==> src/rtl/hs_insert_sort.sv <==
// High-score table maintainer: reads the table from a synchronous RAM, inserts a new score
// in descending order and writes back the shifted tail; a clear request zeroes the table.
module hs_insert_sort #(
  parameter int SCORE_W = 32,
  parameter int DEPTH   = 3,
  parameter int ADDR_W  = 2
) (
  input  logic               Clk,
  input  logic               Reset,
  input  logic               start,
  input  logic               clr,
  input  logic [SCORE_W-1:0] new_score,
  output logic               busy,
  output logic               done,
  output logic [ADDR_W:0]    rank,
  output logic [ADDR_W-1:0]  rd_addr,
  input  logic [SCORE_W-1:0] rd_data,
  output logic               we,
  output logic [ADDR_W-1:0]  wr_addr,
  output logic [SCORE_W-1:0] wr_data
);

  localparam int IW = ADDR_W + 1;
  localparam logic [IW-1:0]      DEPTH_C = IW'(DEPTH);
  localparam logic [IW-1:0]      LAST_C  = IW'(DEPTH - 1);
  localparam logic [IW-1:0]      ZERO_I  = {IW{1'b0}};
  localparam logic [IW-1:0]      ONE_I   = IW'(1);
  localparam logic [ADDR_W-1:0]  ZERO_A  = {ADDR_W{1'b0}};
  localparam logic [SCORE_W-1:0] ZERO_S  = {SCORE_W{1'b0}};

  typedef enum logic [2:0] {
    ST_IDLE   = 3'd0,
    ST_READ   = 3'd1,
    ST_INSERT = 3'd2,
    ST_WRITE  = 3'd3,
    ST_DONE   = 3'd4
  } state_t;

  state_t             state_r, state_nx;
  logic [IW-1:0]      i_r, i_nx;
  logic [SCORE_W-1:0] ns_r, ns_nx;
  logic [IW-1:0]      r_r, r_nx;
  logic [SCORE_W-1:0] tbl_r  [DEPTH];
  logic [SCORE_W-1:0] tbl_nx [DEPTH];
  logic [IW-1:0]      pos_s;

  logic               busy_r, busy_nx;
  logic               done_r, done_nx;
  logic [IW-1:0]      rank_r, rank_nx;
  logic [ADDR_W-1:0]  rd_addr_r, rd_addr_nx;
  logic               we_r, we_nx;
  logic [ADDR_W-1:0]  wr_addr_r, wr_addr_nx;
  logic [SCORE_W-1:0] wr_data_r, wr_data_nx;

  // Lowest index whose entry is strictly below the score; DEPTH when none is (ties rank below).
  function automatic logic [IW-1:0] find_pos(input logic [SCORE_W-1:0] s,
                                             input logic [SCORE_W-1:0] t [DEPTH]);
    logic [IW-1:0] p;
    p = DEPTH_C;
    for (int k = DEPTH - 1; k >= 0; k--) begin
      p = (s > t[k]) ? IW'(k) : p;
    end
    return p;
  endfunction

  // Next-state, index counter and table buffer update.
  always_comb begin
    state_nx = state_r;
    i_nx     = i_r;
    ns_nx    = ns_r;
    r_nx     = r_r;
    tbl_nx   = tbl_r;
    pos_s    = find_pos(ns_r, tbl_r);
    case (state_r)
      ST_IDLE: begin
        if (start) begin
          ns_nx = new_score;
          i_nx  = ZERO_I;
          if (clr) begin
            r_nx = DEPTH_C;
            for (int k = 0; k < DEPTH; k++) begin
              tbl_nx[k] = ZERO_S;
            end
            state_nx = ST_WRITE;
          end else begin
            state_nx = ST_READ;
          end
        end else begin
          state_nx = ST_IDLE;
        end
      end
      ST_READ: begin
        // RAM data lags the address by one cycle, so index i fills entry i-1.
        for (int k = 0; k < DEPTH; k++) begin
          tbl_nx[k] = (i_r == IW'(k + 1)) ? rd_data : tbl_r[k];
        end
        if (i_r == DEPTH_C) begin
          state_nx = ST_INSERT;
          i_nx     = ZERO_I;
        end else begin
          i_nx = i_r + ONE_I;
        end
      end
      ST_INSERT: begin
        r_nx = pos_s;
        if (pos_s == DEPTH_C) begin
          state_nx = ST_DONE;
        end else begin
          state_nx  = ST_WRITE;
          i_nx      = pos_s;
          tbl_nx[0] = (pos_s == ZERO_I) ? ns_r : tbl_r[0];
          for (int k = 1; k < DEPTH; k++) begin
            if (IW'(k) > pos_s) begin
              tbl_nx[k] = tbl_r[k-1];
            end else if (IW'(k) == pos_s) begin
              tbl_nx[k] = ns_r;
            end else begin
              tbl_nx[k] = tbl_r[k];
            end
          end
        end
      end
      ST_WRITE: begin
        if (i_r == LAST_C) begin
          state_nx = ST_DONE;
          i_nx     = ZERO_I;
        end else begin
          i_nx = i_r + ONE_I;
        end
      end
      ST_DONE: begin
        state_nx = ST_IDLE;
      end
      default: begin
        state_nx = ST_IDLE;
        i_nx     = ZERO_I;
      end
    endcase
  end

  // Output values for the coming cycle, derived from the next state so the ports are registered.
  always_comb begin
    busy_nx    = (state_nx != ST_IDLE);
    done_nx    = (state_nx == ST_DONE);
    rank_nx    = done_nx ? r_nx : rank_r;
    rd_addr_nx = ((state_nx == ST_READ) && (i_nx < DEPTH_C)) ? i_nx[ADDR_W-1:0] : ZERO_A;
    we_nx      = (state_nx == ST_WRITE);
    wr_addr_nx = we_nx ? i_nx[ADDR_W-1:0] : ZERO_A;
    wr_data_nx = ZERO_S;
    for (int k = 0; k < DEPTH; k++) begin
      wr_data_nx = (we_nx && (i_nx == IW'(k))) ? tbl_nx[k] : wr_data_nx;
    end
  end

  // Control state and output registers with synchronous reset.
  always_ff @(posedge Clk) begin
    if (Reset) begin
      state_r   <= ST_IDLE;
      i_r       <= ZERO_I;
      ns_r      <= ZERO_S;
      r_r       <= ZERO_I;
      busy_r    <= 1'b0;
      done_r    <= 1'b0;
      rank_r    <= ZERO_I;
      rd_addr_r <= ZERO_A;
      we_r      <= 1'b0;
      wr_addr_r <= ZERO_A;
      wr_data_r <= ZERO_S;
    end else begin
      state_r   <= state_nx;
      i_r       <= i_nx;
      ns_r      <= ns_nx;
      r_r       <= r_nx;
      busy_r    <= busy_nx;
      done_r    <= done_nx;
      rank_r    <= rank_nx;
      rd_addr_r <= rd_addr_nx;
      we_r      <= we_nx;
      wr_addr_r <= wr_addr_nx;
      wr_data_r <= wr_data_nx;
    end
  end

  // Table buffer; contents are meaningless until loaded, so it carries no reset.
  always_ff @(posedge Clk) begin
    tbl_r <= tbl_nx;
  end

  assign busy    = busy_r;
  assign done    = done_r;
  assign rank    = rank_r;
  assign rd_addr = rd_addr_r;
  assign we      = we_r;
  assign wr_addr = wr_addr_r;
  assign wr_data = wr_data_r;

endmodule

==> config.mk <==
export PLATFORM = sky130hd
export DESIGN_NAME = hs_insert_sort
export DESIGN_NICKNAME = d
export VERILOG_FILES = /design/src/rtl/hs_insert_sort.sv
export SDC_FILE = /design/constraint.sdc
export NUM_CORES = 1
export LEC_CHECK = 0
export CAP_MARGIN = 20
export CORE_UTILIZATION = 55
export CTS_CLUSTER_SIZE = 30
export DETAILED_ROUTE_END_ITERATION = 7
export MAX_ROUTING_LAYER = met4
export PLACE_DENSITY = 0.88
export SYNTH_ARGS = -nofsm -noshare
export SYNTH_HDL_FRONTEND = slang
export SYNTH_SLANG_ARGS = --single-unit
==> constraint.sdc <==
create_clock -name Clk -period 4.2 [get_ports Clk]
set_input_delay 0.42 -clock Clk [delete_from_list [all_inputs] [get_ports Clk]]
set_output_delay 0.42 -clock Clk [all_outputs]
set_load 0.02 [all_outputs]
==> summary.md <==
| Metric | Value |
|---|---|
| Outcome | `completed` |
| Period utilisation layout | `98.6%` |
| DRC errors left | `0` |
| Crit end category | `register` |
| H-tree depth | `4` |
| Max-slew headroom | `20.3%` |
| Starting Density | `56.1%` |
| #FFs+latches synth | `179` |
| Final worst path period need | `4.14 ns` |
| Total GRT Usage | `42.8%` |
| Placeable Area | `21100 um2` |
| Vias | `13300` |
| CTS resizes | `0` |
| GRT overflow | `0` |
| R2R Setup Slk | `0.06 ns` |
| Number of buffers created by CTS | `17` |
| Global-route wire length before repair | `69.8 mm` |
| Worst Max-Slew Pin Slew | `1.19 ns` |
| 1st-pass router iterations | `6` |
| Gp weighted congestion | `1.06` |
| Crit Path Max Fanout | `38` |
| Max_cap viols | `0` |
| Leakage | `5.48 nW` |
| Worst IR Drop VDD | `0.519 mV` |
| Clock root cell | `clkbuf_16` |
| Antenna-violating nets left | `0` |
| Syn Area/Cell | `7.70 um2` |
| Setup TNS Final | `0 ns` |
| Slew Limit Fails | `0` |
| Core Util, Final | `66.7%` |
| Critical Path RT | `4.50 ns` |
| Post-synthesis cell area | `11800 um2` |
| Initial antenna violation count | `1` |
| Hold buffer count at cts | `0` |
| Clock transition at the registers of the reported paths | `0.07 ns` |
| Number of synthesized flops with an enable pin | `0` |
| Row count | `53` |
| Die height | `149 um` |
| Vias per inst | `6.96` |
| Die Footprint | `22100 um2` |
| Yosys warnings | `0` |
| Setup-failing EPs final | `0` |
| WHS | `0.395 ns` |
| Clock sink total | `179` |
| Fmax | `242 MHz` |
| Register area share after synthesis | `30.3%` |
| Async set-reset flop share out of synthesis | `0%` |
| Routed len/inst | `24.1 um` |
| CP arrival | `4.44 ns` |
| Largest net degree at the start of global routing | `57` |
| PwrDens | `731 nW/um2` |
| Yosys cell types | `70` |
| Final wirelength | `46.2 mm` |
| RSZ-0062 raised after global routing | `no` |
| Post-Syn Instances | `1538` |
| Buffers on Ports | `109` |
| Worst clock skew | `0.0108 ns` |
| Die W | `149 um` |
| Setup CP Type | `reg -> reg` |
| Initial DRC count | `1894` |
| Area grow syn2layout | `18.9%` |
| CTS tree | `yes` |
| Final-report hold violation count | `0` |
| DPL Wire Length | `30.6 mm` |
| # Post-CTS Setup Buffers | `0` |
| Maximum root-to-sink buffer count | `2` |
| Share of layout cells above drive strength 1 | `8.18%` |
| Ports | `110` |
| Hold Path Class | `in -> reg` |
| Vias in the first global route | `12600` |
| Crit start category | `register` |
| Nets | `1794` |
| Dominant synthesized flop cell | `dfxtp_1` |
| Worst-skew pair later-pin latency | `0.44 ns` |
| Syn nets | `1707` |
| Fillcell total | `1755` |
## synth_stat cells, types with 6 or more instances
cell type  count  area, um2
inv_1        124        465
o211ai_1      36        270
and3_1        15       93.8
dfxtp_1      179       3580
nor2b_1        7       43.8
nand2_1      222        833
ha_1         101       1260
nand3_1       15       75.1
o21ai_0      124        621
a31oi_1       25        156
nor4_1         8       50.1
a2bb2oi_1     27        236
a21oi_1      165        826
buf_2         17       85.1
a221oi_1      38        333
clkbuf_1      84        315
o21a_1         8       60.1
a211oi_1      30        225
o221ai_1       6       52.6
and2_1        29        181
a22o_1        11       96.3
nor2_1        32        120
o31ai_1        9       67.6
a221o_1       24        240
nor3_1        16       80.1
a21o_1        40        300
nand4_1       46        288
a311o_1       20        200
## through the flow
stage               power, mW  cells  setup slack (ns)  area, um2
floorplan                6.01   1538             0.976      11800
global placement         8.14   1881             0.355      13500
detailed placement       8.26   1881             0.300      13500
CTS                      9.96   1913             0.160      14100
global route             10.7   1914            0.0572      14100
finish                   10.3   1914            0.0595      14100
## cells in the final DEF (no fill, tap or decap), types with 5 or more instances in the layout
| cell type | count |
|---|---|
| nand2_1 | 221 |
| dfxtp_1 | 179 |
| a21oi_1 | 165 |
| inv_1 | 124 |
| o21ai_0 | 123 |
| clkdlybuf4s50_1 | 108 |
| ha_1 | 101 |
| buf_4 | 63 |
| nand4_1 | 46 |
| a21o_1 | 40 |
| a221oi_1 | 37 |
| o211ai_1 | 36 |
| a211oi_1 | 30 |
| nor2_1 | 30 |
| and2_1 | 29 |
| a2bb2oi_1 | 27 |
| a221o_1 | 24 |
| a31oi_1 | 24 |
| a311o_1 | 20 |
| clkbuf_16 | 17 |
| nor3_1 | 16 |
| nand3_1 | 15 |
| and3_1 | 14 |
| a22o_1 | 11 |
| o21a_1 | 8 |
| nor4_1 | 8 |
| o31ai_1 | 8 |
| buf_12 | 8 |
| o221ai_1 | 6 |
| nor2b_1 | 6 |
| a22oi_1 | 5 |
| clkinvlp_4 | 5 |
## worst paths after layout
| kind | from | endpoint | cells past startpoint |
|---|---|---|---|
| setup / recovery | ns_r[7] | wr_data[9] | 12 |
| hold / removal | Reset | i_r[2] | 2 |
| setup reg to reg | ns_r[7] | wr_data[9] | 12 |
| hold reg to reg | r_r[2] | r_r[2] | 2 |
## critical path, stage by stage, from the launching register on
cell and delay, ns:
dfxtp_1 0.67, ha_1 0.35, a21oi_1 0.12, o21ai_0 0.13, a221o_1 0.36, o31a_1 0.33, o21a_1 0.30, a311oi_1 0.53
or2_4 0.23, buf_12 0.27, nor3_4 0.08, buf_4 0.19, a211oi_1 0.43
## cells by family after synthesis
| family | count (synthesis) | synth area share, % |
|---|---|---|
| buf+inv | 236 | 7.90 |
| mux | 4 | 0.349 |
| fa+ha+maj | 101 | 10.7 |
| compound gates | 604 | 34.1 |
| flops | 179 | 30.3 |
| simple gates | 414 | 16.7 |
## routing by layer
layer	share of wire, %	global-route usage, %	vias up
li1	-	-	5859
met1	37	52.1	6063
met2	42	62.1	1102
met3	14	11.3	292
met4	6.6	27.4	0
met5	0	-	-
## cell type report
cell class / instances / area, um2 / area share, %
diodes: 1 / 2.50 / 0.0178
clock buffers: 21 / 450 / 3.20
clock inverters: 11 / 153 / 1.08
inverters: 124 / 465 / 3.31
multi-input cells: 1123 / 7360 / 52.3
flip-flops and latches: 179 / 3580 / 25.5
well taps: 275 / 344 / 2.44
repair buffers: 180 / 1720 / 12.2
## registers in the layout, indices dropped and copies added, names as in the netlist
signal / cells
busy: 1
done: 1
i_r: 3
ns_r: 32
r_r: 3
rank: 3
rd_addr: 2
state_r: 3
tbl_r: 96
we: 1
wr_addr: 2
wr_data: 32
## power by group
part / leakage, nW / internal (mW) / switching (mW)
Sequential: 1.45 / 1.97 / 0.269
Clock: 0.278 / 0.958 / 0.749
Combinational: 3.75 / 2.15 / 4.18
Power figures use the tool's default switching activity.
